===== config.mk =====
export PLATFORM = sky130hd
export DESIGN_NAME = gf_exp_ctrl
export DESIGN_NICKNAME = d
export VERILOG_FILES = /design/src/rtl/gf_exp_ctrl.sv
export SDC_FILE = /design/constraint.sdc
export NUM_CORES = 1
export LEC_CHECK = 0
export CAP_MARGIN = 20
export CORE_MARGIN = 2
export CORE_UTILIZATION = 40
export CTS_CLUSTER_SIZE = 40
export DETAILED_ROUTE_END_ITERATION = 10
export PLACE_DENSITY = 0.74
export SYNTH_ARGS = -nofsm -noshare
export SYNTH_HDL_FRONTEND = slang
export SYNTH_SLANG_ARGS = --single-unit

===== constraint.sdc =====
create_clock -name clk_i -period 2.4 [get_ports clk_i]
set_input_delay 0.48 -clock clk_i [delete_from_list [all_inputs] [get_ports clk_i]]
set_output_delay 0.48 -clock clk_i [all_outputs]
set_load 0.005 [all_outputs]

===== src/rtl/gf_exp_ctrl.sv =====
// gf_exp_ctrl: computes result = base^exp in GF(2^M) by left-to-right square-and-multiply.
// The field multiplier lives outside this block; we drive its operands and capture its product.
//
// Ports:
//   clk_i      rising-edge clock
//   rst_i      synchronous, active-high reset
//   start_i    1-cycle request, accepted only while idle
//   base_i     base element, sampled on accepted start
//   exp_i      exponent, sampled on accepted start
//   busy_o     high from the cycle after acceptance until (and including) the done cycle
//   done_o     1-cycle pulse; result_o valid from this cycle
//   result_o   final accumulator, held until the next accepted start completes
//   mul_req_o  multiplier operands valid, product requested
//   mul_a_o    multiplier operand A
//   mul_b_o    multiplier operand B
//   mul_g_i    multiplier product, valid when mul_ack_i=1
//   mul_ack_i  product valid this cycle (ignored while mul_req_o=0)
module gf_exp_ctrl #(
   parameter int unsigned M  = 3,
   parameter int unsigned EW = 4
) (
   input  logic          clk_i,
   input  logic          rst_i,
   input  logic          start_i,
   input  logic [M-1:0]  base_i,
   input  logic [EW-1:0] exp_i,
   output logic          busy_o,
   output logic          done_o,
   output logic [M-1:0]  result_o,
   output logic          mul_req_o,
   output logic [M-1:0]  mul_a_o,
   output logic [M-1:0]  mul_b_o,
   input  logic [M-1:0]  mul_g_i,
   input  logic          mul_ack_i
);

   localparam int unsigned IW = (EW > 1) ? $clog2(EW) : 1;

   typedef enum logic [1:0] {StIdle, StSqr, StMul, StDone} state_e;

   state_e          state_q;
   logic [M-1:0]    acc_q;
   logic [M-1:0]    base_q;
   logic [EW-1:0]   exp_q;
   logic [IW-1:0]   idx_q;
   logic            busy_q;
   logic            done_q;
   logic [M-1:0]    result_q;
   logic            mul_req_q;
   logic [M-1:0]    mul_a_q;
   logic [M-1:0]    mul_b_q;

   // Operands are registered one step ahead: whenever the next state is SQR or MUL,
   // mul_a/mul_b are loaded with the value the accumulator will hold in that state.
   // The final product goes straight into result_q so result is valid in the done cycle.
   always_ff @(posedge clk_i) begin
      if (rst_i) begin
         state_q   <= StIdle;
         acc_q     <= '0;
         base_q    <= '0;
         exp_q     <= '0;
         idx_q     <= '0;
         busy_q    <= 1'b0;
         done_q    <= 1'b0;
         result_q  <= '0;
         mul_req_q <= 1'b0;
         mul_a_q   <= '0;
         mul_b_q   <= '0;
      end else begin
         unique case (state_q)
            StIdle: begin
               if (start_i) begin
                  base_q    <= base_i;
                  exp_q     <= exp_i;
                  acc_q     <= M'(1);
                  idx_q     <= IW'(EW - 1);
                  state_q   <= StSqr;
                  busy_q    <= 1'b1;
                  mul_req_q <= 1'b1;
                  mul_a_q   <= M'(1);
                  mul_b_q   <= M'(1);
               end
            end
            StSqr: begin
               if (mul_ack_i) begin
                  acc_q <= mul_g_i;
                  if (exp_q[idx_q]) begin
                     state_q <= StMul;
                     mul_a_q <= mul_g_i;
                     mul_b_q <= base_q;
                  end else if (idx_q == '0) begin
                     state_q   <= StDone;
                     done_q    <= 1'b1;
                     result_q  <= mul_g_i;
                     mul_req_q <= 1'b0;
                     mul_a_q   <= '0;
                     mul_b_q   <= '0;
                  end else begin
                     idx_q   <= idx_q - 1'b1;
                     mul_a_q <= mul_g_i;
                     mul_b_q <= mul_g_i;
                  end
               end
            end
            StMul: begin
               if (mul_ack_i) begin
                  acc_q <= mul_g_i;
                  if (idx_q == '0) begin
                     state_q   <= StDone;
                     done_q    <= 1'b1;
                     result_q  <= mul_g_i;
                     mul_req_q <= 1'b0;
                     mul_a_q   <= '0;
                     mul_b_q   <= '0;
                  end else begin
                     idx_q   <= idx_q - 1'b1;
                     state_q <= StSqr;
                     mul_a_q <= mul_g_i;
                     mul_b_q <= mul_g_i;
                  end
               end
            end
            StDone: begin
               // start is ignored here; it is only accepted once back in IDLE
               done_q  <= 1'b0;
               busy_q  <= 1'b0;
               state_q <= StIdle;
            end
            default: state_q <= StIdle;
         endcase
      end
   end

   assign busy_o    = busy_q;
   assign done_o    = done_q;
   assign result_o  = result_q;
   assign mul_req_o = mul_req_q;
   assign mul_a_o   = mul_a_q;
   assign mul_b_o   = mul_b_q;

endmodule


Word-level counts from Yosys, hierarchy flattened. Index checks and enable logic that the tools add are counted.

Add/sub/neg operators: 1. $lt $le $gt $ge: 1. Equality and inequality tests: 8. Muxes and demuxes: 41. Reduce and logical (&&, ||, !) cells: 13.

Operators with widths (number): $mux 3 (11); $mux 2 (11); $pmux 3 s3 (2); $reduce_and 4->1 (4); $mux 1 (10); $ne 2x2->1 const B (4); $pmux 2 s4 (1); $pmux 1 s3 (2); $pmux 2 s3 (1); $pmux 3 s2 (1); $reduce_bool 3->1 (2); $reduce_and 5->1 (1); $eq 2x2->1 const B (2); $logic_not 2->1 (2); $reduce_and 2->1 (2); $reduce_bool 2->1 (2); $lt 2x3->1 const B (1); $ne 3x3->1 const B (1); $bmux 1 s2 (1); $eq 2x1->1 const B (1); $pmux 1 s2 (1); $sub 2x1->2 const B (1).

Register bits: 23. Input bits: 14.

Longest topological paths before layout. Gate-level depths: netlist (run 1).

Word-level depth: 5. Mapped depth: 8. Gate-level depth less buffers: 6.

Worst setup path before layout (run 1). Ideal clock, no wire load.

Path kind: register to register. Start: register state_q[0]. End: register idx_q[1]. Library setup time: 95 ps. Arrival: 1700 ps. Setup slack: 605 ps. Cell stages (with the launch flop): 8. Path buffers: 1. Cell sequence: dfxtp_1 -> inv_1 -> ha_1 -> o21bai_1 -> and3b_1 -> clkbuf_1 -> nand3_1 -> a221oi_1.

Cells in the longest elaborated chain, start to end: 3. Elaborated cells between the ends (all ways): 10. Those cells by class: eq/ne: 6; mux: 1; reduce/logical: 3.

Ends and longest elaborated chain: start: declaration (RTL line 41) `state_e state_q;`; start signal: assignment (RTL line 58) `state_q <= StIdle;`; start signal: assignment (RTL line 77) `state_q <= StSqr;`; start signal: assignment (RTL line 88) `state_q <= StMul;`; $eq 2x1->1, or another cell as far along; $ne 2x2->1 (no line) or $reduce_bool 3->1 (tied branches); $reduce_and 5->1 (no line); end signal: assignment (RTL line 76) `idx_q <= IW'(EW - 1);`; end signal: assignment (RTL line 99) `idx_q <= idx_q - 1'b1;`; end signal: assignment (RTL line 116) `idx_q <= idx_q - 1'b1;`; end: declaration (RTL line 45) `logic [IW-1:0] idx_q;`.

Parallel ways exist; a longest one is shown, timed or not. A chain may end at the register's enable or synchronous reset.

Worst setup path after layout (run 1). Same ends and word-level chain as after synthesis.

==> results of run 1 <==
-- placed cells by master, fill, tap and decap left out, types with 2 or more instances in the layout --
master	synthesis	layout
a21oi_1	11	11
a22o_1	4	4
ha_1	7	7
and3_1	2	2
mux2i_1	3	3
a211oi_1	2	2
nand3_1	8	8
o211ai_1	3	3
a31o_2	2	2
a221o_1	2	2
o21ai_0	2	2
clkdlybuf4s50_1	0	25
nor3b_1	2	2
dfxtp_1	23	23
clkbuf_4	0	3
nor2_1	13	13
nand2_1	12	12
nand2b_1	2	2
buf_4	0	2
a221oi_1	2	2
a2bb2oi_1	2	2
inv_1	8	8
-- through the flow --
| stage | utilization [%] | cells | worst slack (ns) | total power (W) | area, um^2 |
|---|---|---|---|---|---|
| after detailed placement | 52.5 | 184 | 0.300 | 0.00134 | 1450 |
| after floorplan | - | 132 | 0.605 | 0.00110 | 1170 |
| final | 53.4 | 188 | 0.386 | 0.00151 | 1470 |
| after global routing | 53.4 | 188 | 0.188 | 0.00164 | 1470 |
| after global placement | 52.5 | 184 | 0.370 | 0.00130 | 1450 |
| after CTS | 53.4 | 188 | 0.407 | 0.00151 | 1470 |
-- flip-flops by register name (all words and copies together), names as in the netlist --
name / cells
idx_q: 2
base_q: 3
mul_req_o: 1
busy_o: 1
mul_a_o: 3
done_o: 1
result_o: 3
exp_q: 4
mul_b_o: 3
state_q: 2
-- area by class of cell --
class,count,share of cell area (%)
Multi-Input combinational cell,95,44.3
Sequential cell,23,31.3
Timing Repair Buffer,27,18.0
Tap cell,31,2.63
Inverter,8,2.04
Clock buffer,4,1.78
-- layer usage --
metal / part of all wire, % / routed length [um]
met3: 4.1 / 100
met1: 47 / 1150
met5: 0 / 0
met2: 47 / 1160
met4: 1.8 / 43
-- worst max-delay path, stage by stage (launching register included) --
cell,delay [ns]
dfxtp_1,0.43
inv_1,0.13
ha_1,0.30
o21bai_1,0.29
and3b_1,0.35
nand3_1,0.14
a221oi_1,0.30
-- power groups by stage --
stage                     combinational, W  sequential, W  clock [W]
after floorplan                   0.000564       0.000540          0
after global placement            0.000758       0.000545          0
after detailed placement          0.000787       0.000549          0
after CTS                         0.000788       0.000541   0.000185
after global routing              0.000879       0.000554   0.000210
final                             0.000790       0.000540   0.000181
-- kinds of logic (layout without fill, tap and decap cells) --
kind of cell | Yosys count | count (layout) | share of synthesized area, %
flip-flops | 23 | 23 | 39.4
buffers and inverters | 14 | 39 | 4.72
adder cells (fa/ha/maj) | 7 | 7 | 7.50
AND/OR/NAND/NOR | 48 | 48 | 20.8
AO/OA/AOI/OAI | 36 | 36 | 23.0
multiplexers | 4 | 4 | 4.50
-- worst paths after layout --
kind	slack [ns]	startpoint	depth (start not counted)	end
worst min register to register	0.46	exp_q[3]	2	exp_q[3]
worst max register to register	0.39	state_q[0]	6	idx_q[1]
worst max-delay path	0.39	state_q[0]	6	idx_q[1]
worst min-delay path	0.46	exp_q[3]	2	exp_q[3]
==> impl_metrics.ini, run 1 <==
[outcome]
status = completed

[timing]
slew_headroom_pct = 67.2
finalSetupViolations = 0
fin_skew_ns = 0.00700
rsz0062_at_grt = false
max_freq_mhz = 496
tns_ns = 0
hold_ws_ns = 0.461
post-route-period-util_pct = 83.9
fin_crit_ns = 2.01
drv_slew = 0
finalHoldViolations = 0
worst_pin_slew_ns = 0.490

[placed_design]
routabilityCongestion = 0.853
portBuffers = 25
dpl.hpwl_um = 1930

[route]
vias = 1038
drt_iter0_markers = 37
drt-pass1-iter-count = 4
routed_wl_um = 2450
drt-vias-per-instance = 5.52
drc_errors = 0
wl_per_cell_um = 13.0
detail-route-antenna-nets = 0

[floorplanning]
io-pin-count = 26
start_util_pct = 42.3
core_mm2 = 0.00276
die_x_um = 58.0
die_h_um = 58.0
die_area_mm2 = 0.00337
rows = 19

[yosys]
synth_common_cells = dfxtp_1 (23), nor2_1 (13), nand2_1 (12)
synth_async_sr_flop_share_pct = 0
synth_area_mm2 = 0.00117
synthFlopType = dfxtp_1
synthTopCellsByArea = dfxtp_1 (39%), ha_1 (7.5%), a21oi_1 (4.7%)
synth_cells = 132
synth_top_cell_by_area = dfxtp_1
yosysMostFrequentCell = dfxtp_1
synth_top_area_share_pct = 39.4
avgSynthCellArea_um2 = 8.84
ys_ff_latch = 23
synthDistinctLibCells = 38
synth_edf_count = 0
yosysWarnings = 0
ys_seq_area_share_pct = 39.4
syn-num-nets = 153

[clock_network]
clock-sinks = 23
hold_buffers = 0
cts_buffers = 3
cts-root-buf = clkbuf_4
clk_latency_ns = 0.31
path_clk_slew_ns = 0.13
cts_tree = done
cts_max_level = 1
clock_path_buffers = 2
cts_setup_buffers = 0
cts_resized = 0

[pwr]
switching_power_w = 0.000605
power.leakage_nw = 0.567
pwr-share-seq_pct = 35.7
p_per_area_mw_per_mm2 = 1030
power_frac_clock_pct = 12.0
ir_drop_mv = 0.640
p_int_w = 0.000907
swShare_pct = 40.0
combPwrFrac_pct = 52.3

[grt]
grt_max_degree = 14
grtUsageMet1_pct = 20.4
use_met2_pct = 26.1
grt_pass1_wl_um = 4130
grt-busiest-layer = met2
antenna_found_initial = 0
use_met3_pct = 2.90
grt_pass1_vias = 927
grt_overflow = 0
grt_usage_pct = 16.0

[worst_setup_path]
arrival_ns = 2.24
cp-end-kind = flip-flop
crit_type = flip-flop to flip-flop
cp.required_ns = 2.63
start_kind = flip-flop
path_max_fanout = 7

[finish]
nets = 179
seq_area_um2 = 460
areaGrowthSynthToFinish_pct = 26.2
antenna_cells = 0
multi_input_area_um2 = 652
fill_cells = 267
drive_above_1_share_pct = 7.64

[worst_hold_path]
hold_path.class = flip-flop to flip-flop

[run]
drv_cap = 0
Note: power is estimated with default switching activity, not from simulation.
==> run 2, diff against run 1 <==
==> constraint.sdc (replaced) <==
create_clock -name clk_i -period 1.9 [get_ports clk_i]
set_input_delay 0.38 -clock clk_i [delete_from_list [all_inputs] [get_ports clk_i]]
set_output_delay 0.38 -clock clk_i [all_outputs]
set_load 0.005 [all_outputs]
==> impl_metrics.ini, run 2 (same netlist as run 1, synthesis figures left out) <==
[outcome]
status = completed

[clock_network]
cts_setup_buffers = 0
clk_latency_ns = 0.32
cts_tree = done
cts_buffers = 3
clock_path_buffers = 2
cts_max_level = 1
clock-sinks = 23
cts-root-buf = clkbuf_4
path_clk_slew_ns = 0.14

[pwr]
fin_total_pwr_w = 0.00207
p_per_area_mw_per_mm2 = 1320
ir_drop_mv = 0.693
swShare_pct = 39.9
combPwrFrac_pct = 55.0
switching_power_w = 0.000825
power_frac_clock_pct = 11.3
pwr-share-seq_pct = 33.7
p_int_w = 0.00124
power.leakage_nw = 0.615

[run]
drv_cap = 0

[floorplanning]
rows = 19
io-pin-count = 26
die_h_um = 58.0
die_x_um = 58.0
die_area_mm2 = 0.00337
start_util_pct = 42.3
core_mm2 = 0.00276

[worst_setup_path]
cp-end-kind = flip-flop
cp.required_ns = 2.12
arrival_ns = 2.02
crit_type = flip-flop to flip-flop
start_kind = flip-flop
path_max_fanout = 6

[route]
drc_errors = 0
routed_wl_um = 2700
wl_per_cell_um = 13.7
drt-pass1-iter-count = 4
drt_iter0_markers = 41
drt-vias-per-instance = 5.51
vias = 1086
detail-route-antenna-nets = 0

[grt]
antenna_found_initial = 0
grt_pass1_wl_um = 4570
grt_usage_pct = 17.6
grt_pass1_vias = 1061
grt_overflow = 0
grt_max_degree = 14

[placed_design]
portBuffers = 25
dpl.hpwl_um = 2130
place_ws_ns = -0.00883
routabilityCongestion = 0.886

[finish]
areaGrowthSynthToFinish_pct = 34.2
largest_reg_flops = 4
fin_util_pct = 56.8
layout_commonest_cell = clkdlybuf4s50_1
largest_register = exp_q
drive_above_1_share_pct = 17.5
nets = 188
final_cell_mix = clkdlybuf4s50_1 (25), dfxtp_1 (20), nor2_1 (13)
antenna_cells = 0
fill_cells = 253

[timing]
finalSetupViolations = 0
fin_crit_ns = 1.80
worst_pin_slew_ns = 0.328
fin_skew_ns = 0.00837
slew_headroom_pct = 78.1
rsz0062_at_grt = false
worst_slack_ns = 0.104
drv_slew = 0
post-route-period-util_pct = 94.5
max_freq_mhz = 557
finalHoldViolations = 0

[worst_hold_path]
hold_path.class = flip-flop to flip-flop
[run 2: path summary, 6_finish.rpt]
kind | from | to | slack [ns] | cells past startpoint
worst min register to register | base_q[0] | base_q[0] | 0.46 | 2
worst max-delay path | idx_q[0] | mul_b_o[1] | 0.10 | 4
worst min-delay path | base_q[0] | base_q[0] | 0.46 | 2
worst max register to register | idx_q[0] | mul_b_o[1] | 0.10 | 4
[run 2: power by group through the flow]
stage | Combinational [W] | Clock, W | Sequential, W
2_1_floorplan | 0.000713 | 0 | 0.000682
3_5_place_dp | 0.00110 | 0 | 0.000696
3_3_place_gp | 0.00106 | 0 | 0.000689
5_1_grt | 0.00126 | 0.000260 | 0.000711
4_1_cts | 0.00110 | 0.000237 | 0.000687
6_report | 0.00114 | 0.000235 | 0.000697
[run 2: timing repair]
| item | CTS | global route |
|---|---|---|
| hold buffers | 0 | 0 |
| setup endpoints to repair | 0 | 11 |
| gates resized for setup | 0 | 8 |
[run 2: per-layer routing]
metal / global-route usage (%) / vias up / share of wire, %
met5: 0 / - / 0
met3: 3.35 / 4 / 3.5
li1: - / 543 / -
met2: 30.7 / 22 / 50
met4: 6.98 / 0 / 1.1
met1: 21.4 / 517 / 45
[run 2: final cells by class]
type | instances | area (um^2) | share of cell area [%]
multi-input combinational | 95 | 671 | 42.8
sequential | 23 | 467 | 29.8
clock inverter | 1 | 5.00 | 0.319
inverter | 8 | 30.0 | 1.92
timing repair buffer | 36 | 333 | 21.2
clock buffer | 3 | 22.5 | 1.44
tap | 31 | 38.8 | 2.48
[run 2: metrics by stage]
stage | area, um^2 | hold WS, ns | instances | TNS, ns
after floorplan | 1170 | 0.432 | 132 | 0
after global placement | 1510 | 0.444 | 193 | 0
after detailed placement | 1510 | 0.448 | 193 | -0.00883
after CTS | 1540 | 0.466 | 197 | 0
after global routing | 1570 | 0.487 | 197 | 0
final | 1570 | 0.464 | 197 | 0
[run 2: critical path: stages (launching register included)]
cell	delay (ns)
dfxtp_2	0.39
mux4_2	0.60
and2_4	0.20
a221o_1	0.34
a22o_1	0.17
